**src/rtl/spec_return_stack.sv**
```systemverilog
// Speculative return address stack with a FIFO-ordered checkpoint ring for mispredict restore.
// Latency: top_addr/top_valid follow a push/pop one cycle later; ckpt_ack/ckpt_tag are same-cycle.
// Backpressure: none on push/pop; ckpt_req is refused (ack low) while the ring is full or a recover is active.
// Optional: define RAS_PERF_CNT_EN to add saturating overflow/underflow counters (o_ovf_cnt, o_unf_cnt).
module spec_return_stack #(
    parameter int  DEPTH = 8,
    parameter int  AW    = 32,
    parameter int  CKPT  = 4,
    localparam int TW    = $clog2(CKPT)
) (
    input  logic          clk,
    input  logic          resetn,
    input  logic          i_push_valid,
    input  logic [AW-1:0] i_push_addr,
    input  logic          i_pop_valid,
    output logic [AW-1:0] o_top_addr,
    output logic          o_top_valid,
    input  logic          i_ckpt_req,
    output logic          o_ckpt_ack,
    output logic [TW-1:0] o_ckpt_tag,
    output logic          o_ckpt_full,
    input  logic          i_recover_valid,
    input  logic [TW-1:0] i_recover_tag,
    input  logic          i_release_valid,
    input  logic [TW-1:0] i_release_tag
`ifdef RAS_PERF_CNT_EN
    ,
    output logic [15:0]   o_ovf_cnt,
    output logic [15:0]   o_unf_cnt
`endif
);

    localparam int SPW = $clog2(DEPTH);
    localparam int CW  = $clog2(DEPTH + 1);
    localparam int UW  = TW + 1;
    localparam logic [CW-1:0] L_DEPTH = CW'(DEPTH);
    localparam logic [UW-1:0] L_CKPT  = UW'(CKPT);

    // Stack storage and pointers
    logic [AW-1:0]  r_stack [DEPTH];
    logic [SPW-1:0] r_sp;
    logic [CW-1:0]  r_count;

    // Checkpoint ring: snapshot of {sp, count, top} per slot
    logic [SPW-1:0] r_ck_sp  [CKPT];
    logic [CW-1:0]  r_ck_cnt [CKPT];
    logic [AW-1:0]  r_ck_top [CKPT];
    logic [TW-1:0]  r_head;
    logic [TW-1:0]  r_tail;
    logic [UW-1:0]  r_used;

    logic [SPW-1:0] w_sp_m1;
    logic [SPW-1:0] w_sp_m2;
    logic           w_nonempty;
    logic           w_full_stk;
    logic           w_do_push;
    logic           w_do_pop;
    logic [SPW-1:0] w_sp_nxt;
    logic [CW-1:0]  w_cnt_nxt;
    logic [AW-1:0]  w_top_nxt;
    logic           w_wr_en;
    logic [SPW-1:0] w_wr_idx;
    logic           w_ovf;
    logic           w_unf;
    logic           w_ack;
    logic           w_rel;
    logic [TW-1:0]  w_head_nxt;
    logic [SPW-1:0] w_rc_sp;
    logic [CW-1:0]  w_rc_cnt;
    logic [AW-1:0]  w_rc_top;
    logic [SPW-1:0] w_rc_sp_m1;

    assign w_sp_m1    = r_sp - SPW'(1);
    assign w_sp_m2    = r_sp - SPW'(2);
    assign w_nonempty = (r_count != '0);
    assign w_full_stk = (r_count == L_DEPTH);
    // A recover squashes any same-cycle push/pop.
    assign w_do_push  = i_push_valid & ~i_recover_valid;
    assign w_do_pop   = i_pop_valid & ~i_recover_valid;

    assign o_top_addr  = r_stack[w_sp_m1];
    assign o_top_valid = w_nonempty;
    assign o_ckpt_full = (r_used == L_CKPT);
    assign o_ckpt_tag  = r_tail;
    assign w_ack       = i_ckpt_req & ~o_ckpt_full & ~i_recover_valid;
    assign o_ckpt_ack  = w_ack;

    // Release only retires a live head slot; an empty ring ignores it.
    assign w_rel      = i_release_valid & (i_release_tag == r_head) & (r_used != '0);
    assign w_head_nxt = r_head + TW'(w_rel);

    assign w_rc_sp    = r_ck_sp[i_recover_tag];
    assign w_rc_cnt   = r_ck_cnt[i_recover_tag];
    assign w_rc_top   = r_ck_top[i_recover_tag];
    assign w_rc_sp_m1 = w_rc_sp - SPW'(1);

    // Next stack pointer/count, write target and post-update top for the checkpoint snapshot
    always_comb begin
        w_sp_nxt  = r_sp;
        w_cnt_nxt = r_count;
        w_top_nxt = r_stack[w_sp_m1];
        w_wr_en   = 1'b0;
        w_wr_idx  = r_sp;
        w_ovf     = 1'b0;
        w_unf     = 1'b0;
        if (w_do_push && w_do_pop && w_nonempty) begin
            // Replace the top in place: a return immediately followed by a call.
            w_wr_en   = 1'b1;
            w_wr_idx  = w_sp_m1;
            w_top_nxt = i_push_addr;
        end else if (w_do_push) begin
            w_wr_en   = 1'b1;
            w_wr_idx  = r_sp;
            w_sp_nxt  = r_sp + SPW'(1);
            w_cnt_nxt = w_full_stk ? r_count : r_count + CW'(1);
            w_ovf     = w_full_stk;
            w_top_nxt = i_push_addr;
        end else if (w_do_pop) begin
            if (w_nonempty) begin
                w_sp_nxt  = w_sp_m1;
                w_cnt_nxt = r_count - CW'(1);
                w_top_nxt = (r_count >= CW'(2)) ? r_stack[w_sp_m2] : r_stack[w_sp_m1];
            end else begin
                w_unf = 1'b1;
            end
        end
    end

    // Stack entry writes: restore the saved top on recover, else the push data
    always_ff @(posedge clk) begin
        if (!resetn) begin
            for (int i = 0; i < DEPTH; i++) r_stack[i] <= '0;
        end else if (i_recover_valid) begin
            if (w_rc_cnt != '0) r_stack[w_rc_sp_m1] <= w_rc_top;
        end else if (w_wr_en) begin
            r_stack[w_wr_idx] <= i_push_addr;
        end
    end

    // Stack pointer and occupancy
    always_ff @(posedge clk) begin
        if (!resetn) begin
            r_sp    <= '0;
            r_count <= '0;
        end else if (i_recover_valid) begin
            r_sp    <= w_rc_sp;
            r_count <= w_rc_cnt;
        end else begin
            r_sp    <= w_sp_nxt;
            r_count <= w_cnt_nxt;
        end
    end

    // Checkpoint ring allocation, release and recover truncation
    always_ff @(posedge clk) begin
        if (!resetn) begin
            for (int i = 0; i < CKPT; i++) begin
                r_ck_sp[i]  <= '0;
                r_ck_cnt[i] <= '0;
                r_ck_top[i] <= '0;
            end
            r_head <= '0;
            r_tail <= '0;
            r_used <= '0;
        end else begin
            r_head <= w_head_nxt;
            if (i_recover_valid) begin
                if (w_rel && (i_recover_tag == r_head)) begin
                    // Recovering to the slot just retired leaves nothing live.
                    r_tail <= w_head_nxt;
                    r_used <= '0;
                end else begin
                    r_tail <= i_recover_tag;
                    r_used <= {1'b0, i_recover_tag - w_head_nxt};
                end
            end else begin
                if (w_ack) begin
                    r_ck_sp[r_tail]  <= w_sp_nxt;
                    r_ck_cnt[r_tail] <= w_cnt_nxt;
                    r_ck_top[r_tail] <= w_top_nxt;
                    r_tail           <= r_tail + TW'(1);
                end
                case ({w_ack, w_rel})
                    2'b10:   r_used <= r_used + UW'(1);
                    2'b01:   r_used <= r_used - UW'(1);
                    default: r_used <= r_used;
                endcase
            end
        end
    end

`ifdef RAS_PERF_CNT_EN
    logic [15:0] r_ovf_cnt;
    logic [15:0] r_unf_cnt;

    // Saturating counts of overflowing pushes and underflowing pops
    always_ff @(posedge clk) begin
        if (!resetn) begin
            r_ovf_cnt <= '0;
            r_unf_cnt <= '0;
        end else begin
            if (w_ovf && (r_ovf_cnt != 16'hFFFF)) r_ovf_cnt <= r_ovf_cnt + 16'd1;
            if (w_unf && (r_unf_cnt != 16'hFFFF)) r_unf_cnt <= r_unf_cnt + 16'd1;
        end
    end

    assign o_ovf_cnt = r_ovf_cnt;
    assign o_unf_cnt = r_unf_cnt;
`else
    // Counters are not built; overflow/underflow are silent.
`endif

endmodule

```
**config.mk**
```make
export PLATFORM = sky130hd
export DESIGN_NAME = spec_return_stack
export DESIGN_NICKNAME = d
export VERILOG_FILES = /design/src/rtl/spec_return_stack.sv
export SDC_FILE = /design/constraint.sdc
export NUM_CORES = 1
export LEC_CHECK = 0
export BUFFER_PORTS_ARGS = -buffer_cell sky130_fd_sc_hd__buf_2
export CAP_MARGIN = 10
export CORE_MARGIN = 2
export CORE_UTILIZATION = 43
export CTS_CLUSTER_DIAMETER = 50
export DETAILED_ROUTE_END_ITERATION = 8
export PLACE_DENSITY_LB_ADDON = 0.3
export SYNTH_ARGS = -nofsm -noshare
export SYNTH_HDL_FRONTEND = slang
export SYNTH_SLANG_ARGS = --single-unit
export TNS_END_PERCENT = 1
```
**constraint.sdc**
```tcl
create_clock -name clk -period 5.8 [get_ports clk]
set_clock_uncertainty 0.1 [all_clocks]
set_input_delay 0.58 -clock clk [delete_from_list [all_inputs] [get_ports clk]]
set_output_delay 0.58 -clock clk [all_outputs]
set_load 0.005 [all_outputs]
```
# Word level (Yosys, flattened, before mapping)
# Memory sizes are Yosys's and may differ from the RTL's.
# Index checks and enable logic that the tools add are counted.
# totals
ff_bits	14
ram_bits	412
in_bits	43
wordCells	101
mem_count	4
# classes
n_addsub	11
order_cmp	1
n_eq_ne	6
mux	53
n_bitwise	8
n_reduce_logical	13
# memory_table
memory	depth	width	rd	rd_ports_with_merged_regs	write_ports	line_no	rtl
r_stack	8	32	2	0	8	40	logic [AW-1:0] r_stack [DEPTH];
r_ck_top	4	32	1	0	4	47	logic [AW-1:0] r_ck_top [CKPT];
r_ck_cnt	4	4	1	0	4	46	logic [CW-1:0] r_ck_cnt [CKPT];
r_ck_sp	4	3	1	0	4	45	logic [SPW-1:0] r_ck_sp [CKPT];
# op_table
operator	n
$mux W32	8
$reduce_or A32 Y1	3
$mux W3	10
$mux W4	7
$mux W1	20
$mux W2	7
$sub A3 B1 Y3 const B	3
$reduce_bool A4 Y1	2
$add A3 B1 Y3 const B	2
$and A1 B1 Y1	6
$pmux W3 S2	1
$reduce_bool A3 Y1	2
$add A4 B1 Y4 const B	1
$eq A2 B2 Y1	2
$eq A4 B4 Y1 const B	1
$ge A4 B2 Y1 const B	1
$reduce_or A4 Y1	1
$sub A4 B1 Y4 const B	1
$eq A3 B3 Y1 const B	1
$logic_and A1 B1 Y1	3
$reduce_or A3 Y1	1
$sub A3 B2 Y3 const B	1
$add A2 B1 Y2	1
$add A2 B1 Y2 const B	1
other kinds (5)	6

# Longest topological paths before layout
# logic_depth
word_depth	11
mapped_depth	12
mapped_depth_nobuf	8

# Worst setup path before layout
# Ideal clock, no wire load.
# synth_path
path_kind	input-to-reg
start	input port i_recover_valid
end	memory r_ck_cnt[3][0] (netlist name) (enable)
setup_time_ps	489
arrival_ps	3833
slack_ps	1378
path_stages	4
cell_sequence	buf_2 > inv_1 > nand3_1 > o21ai_0
# synth_lines
element	line_no	rtl
start: declaration	22	input logic i_recover_valid,
end: declaration	46	

# Worst setup path after layout
# layout_path
start	register r_sp[1]
end	output port o_top_addr[30]
# layout_via
elab_chain_cells	2
# layout_lines
element	line_no	rtl
start: declaration	41	logic [SPW-1:0] r_sp;
start signal: assignment	146	r_sp <= w_rc_sp;
start signal: assignment	149	r_sp <= w_sp_nxt;
$sub A3 B1 Y3	73	assign w_sp_m1 = r_sp - SPW'(1);
$mem_v2 Z8 W32	n/a	
end: declaration	16	output logic [AW-1:0] o_top_addr,
# No other way between the ends.

==> flow_summary.ini <==
[final_layout]
layout_common_cells = edfxtp_1, nor2_1, mux4_2
drive_above_1_share = 0.235
fillers = 4416
multi_input_area_mm2 = 0.00842
diodes = 0
seq_area_mm2 = 0.0127
final_area_mm2 = 0.0243
final_nets = 1698
mostFrequentLayoutCell = edfxtp_1
synthToLayoutAreaGrowth_pct = 11.4

[yosys]
yosysTopAreaCellShare = 0.568
yosysWarnings = 0
synth-compound-area-share = 0.0807
async_flop_share = 0
synth_flop_cell = edfxtp_1
yosys.area_share.simple = 0.107
synth-edff-count = 412
synth.area.mux_share = 0.184
synth_seq_cells = 426
yosysTopAreaCell = edfxtp_1
synth_top_family_by_area = multiplexers
synthAdderAreaFrac = 0.00552
ys_top_cells_by_area = edfxtp_1, mux4_2, nor2_1, mux2i_1, a21oi_1
ys_seq_area_frac = 0.581
syn_nets = 1660
syn_inst = 1608
synthDistinctLibCells = 62
synth.avg_cell_area_um2 = 13.5
synthXorXnorAreaFrac = 0.00598
syn_area_mm2 = 0.0218

[setup_path]
setup.worst_path.end = o_top_addr[30]
rrSetupSlack_ps = 1720
cp-startpoint = r_sp[1]
r2r_start = r_sp[1]
path_max_fanout = 39
timing.rr.end = r_ck_top[1][6]
crit_required_ps = 5120
path_class = flip-flop to output port
r2r_cells = 7
crit_path_end_kind = output port
crit_arrival_ps = 3630
start_kind = flip-flop

[detailed_routing]
routed_wl_um = 62100
drt_pass1_iterations = 5
drc = 0
viasPerCell = 6.17
postRouteAntennaNets = 0
drt_iter0_markers = 1515
post_drt_wl_per_cell_um = 26.4
vias = 14500

[timing]
drv_slew = 0
finalCriticalPeriod_ps = 4310
tightest_slew_ps = 1240
final.period_utilization = 0.743
fmax_mhz = 232
fin_setup_tns_ps = 0
hold_viol = 0
setup_viol = 0
hold_ws_ps = 324
slew_headroom = 0.152
grt_setup_unrepaired = false

[global_route]
grt_pass1_wl_um = 92300
grt_util_met1 = 0.326
grt_remaining_overflow = 0
top_usage_layer = met2
grt_antenna_before_repair = 0
gr-usage-met3 = 0.0595
use_met2 = 0.374
grtUsageTotal = 0.236
grt_pass1_vias = 14200
grt_max_degree = 167

[clock_tree]
cts_root_buffer = clkbuf_16
cts_tree = built
clock_path_buffers = 3
cts.repair.resized = 0
cts_buffers = 48
path_clk_slew_ps = 60
clk_latency_ps = 580
cts-htree-levels = 2
cts_setup_buffers = 0
clkSinkCount = 426
ctsHoldBuffers = 0

[floorplan]
io_pins = 80
dieArea_mm2 = 0.0524
chipHeight_um = 229
core_area_mm2 = 0.0501
rows = 82
initial_utilization = 0.435
die_x_um = 229

[job]
maxCapViolCount = 0

[placement]
dpl_cell_area_mm2 = 0.0226
place_congestion = 0.834
io_buffers = 79
hpwl_um = 38300

[hold_path]
hold_path.class = primary input to flip-flop
min_path_cells = 3

[power_and_ir_drop]
power_density_mw_per_mm2 = 337
fin_total_pwr_mw = 8.18
peakVddDrop_uv = 226
leakagePower_nw = 8.36

[status]
outcome = completed
-- power breakdown --
group          total, mW  internal (mW)  switching, mW  leakage [nW]
logic               1.41          0.512          0.901          3.22
clock network       3.09           1.79           1.30         0.760
registers           3.68           3.58          0.102          4.39
-- worst min path at each step --
stage / from / end / slack (ps)
floorplan: r_used[2] / r_used[2] / 370
global route: i_push_addr[14] / r_ck_top[3][14] / 330
finish: i_push_addr[14] / r_ck_top[3][14] / 320
global placement: r_used[2] / r_used[2] / 390
CTS: i_push_addr[4] / r_ck_top[3][4] / 290
detailed placement: r_used[2] / r_used[2] / 400
-- synthesized netlist by cell type (4+ instances only) --
cell type,count
o221ai_1,4
a32o_1,18
o22ai_1,11
buf_4,6
xnor2_1,6
mux2_2,32
mux4_2,129
clkbuf_1,64
o21ai_0,33
nor2b_1,21
nand2_1,49
edfxtp_1,412
ha_1,8
buf_6,25
o211ai_4,8
nor4_1,4
mux2i_1,68
nor2_1,344
buf_2,29
nand3_1,15
a211oi_1,20
dfxtp_1,14
xor2_1,7
o32ai_1,19
or3_1,6
inv_1,14
nor3_1,50
a21oi_1,119
nand3b_1,19
-- cell type report --
class                      instances  area share
tap                              672      0.0347
clock buffer                      53      0.0512
sequential                       426       0.522
timing repair buffer             115      0.0282
multi-input combinational       1039       0.347
inverter                          16     0.00248
clock inverter                    34      0.0146
-- per-stage QoR --
step                instances   util  worst slack [ps]
CTS                      2353  0.484              1500
global placement         2266  0.452              1280
floorplan                1608      -              1380
detailed placement       2266  0.452              1190
global route             2355  0.485              1420
finish                   2355  0.485              1490
-- cells by family after synthesis --
kind of cell | after synthesis
and+or+nand+nor | 529
DFF | 426
AOI/OAI and AO/OA | 256
muxes | 231
buffers and inverters | 143
xor gates and xnor gates | 14
adders and majority gates | 9
-- per-layer routing --
layer | share of wire | vias to the layer above
li1 | - | 6280
met1 | 0.40 | 7435
met2 | 0.47 | 711
met3 | 0.10 | 95
met4 | 0.022 | 0
met5 | 0 | -
-- sequential cells by signal (all words and copies together) (netlist names) --
signal,count
r_count,4
o_ckpt_tag,2
r_sp,3
r_used,3
r_head,2
r_ck_cnt,16
r_ck_top,128
r_stack,256
r_ck_sp,12
-- worst max-delay path, cell delays in order (launching register included) --
cell,delay [ps]
dfxtp_2,640
clkinv_1,240
ha_4,730
buf_4,510
mux4_2,390
mux2_2,360
buf_2,150
Power figures use the tool's default switching activity.
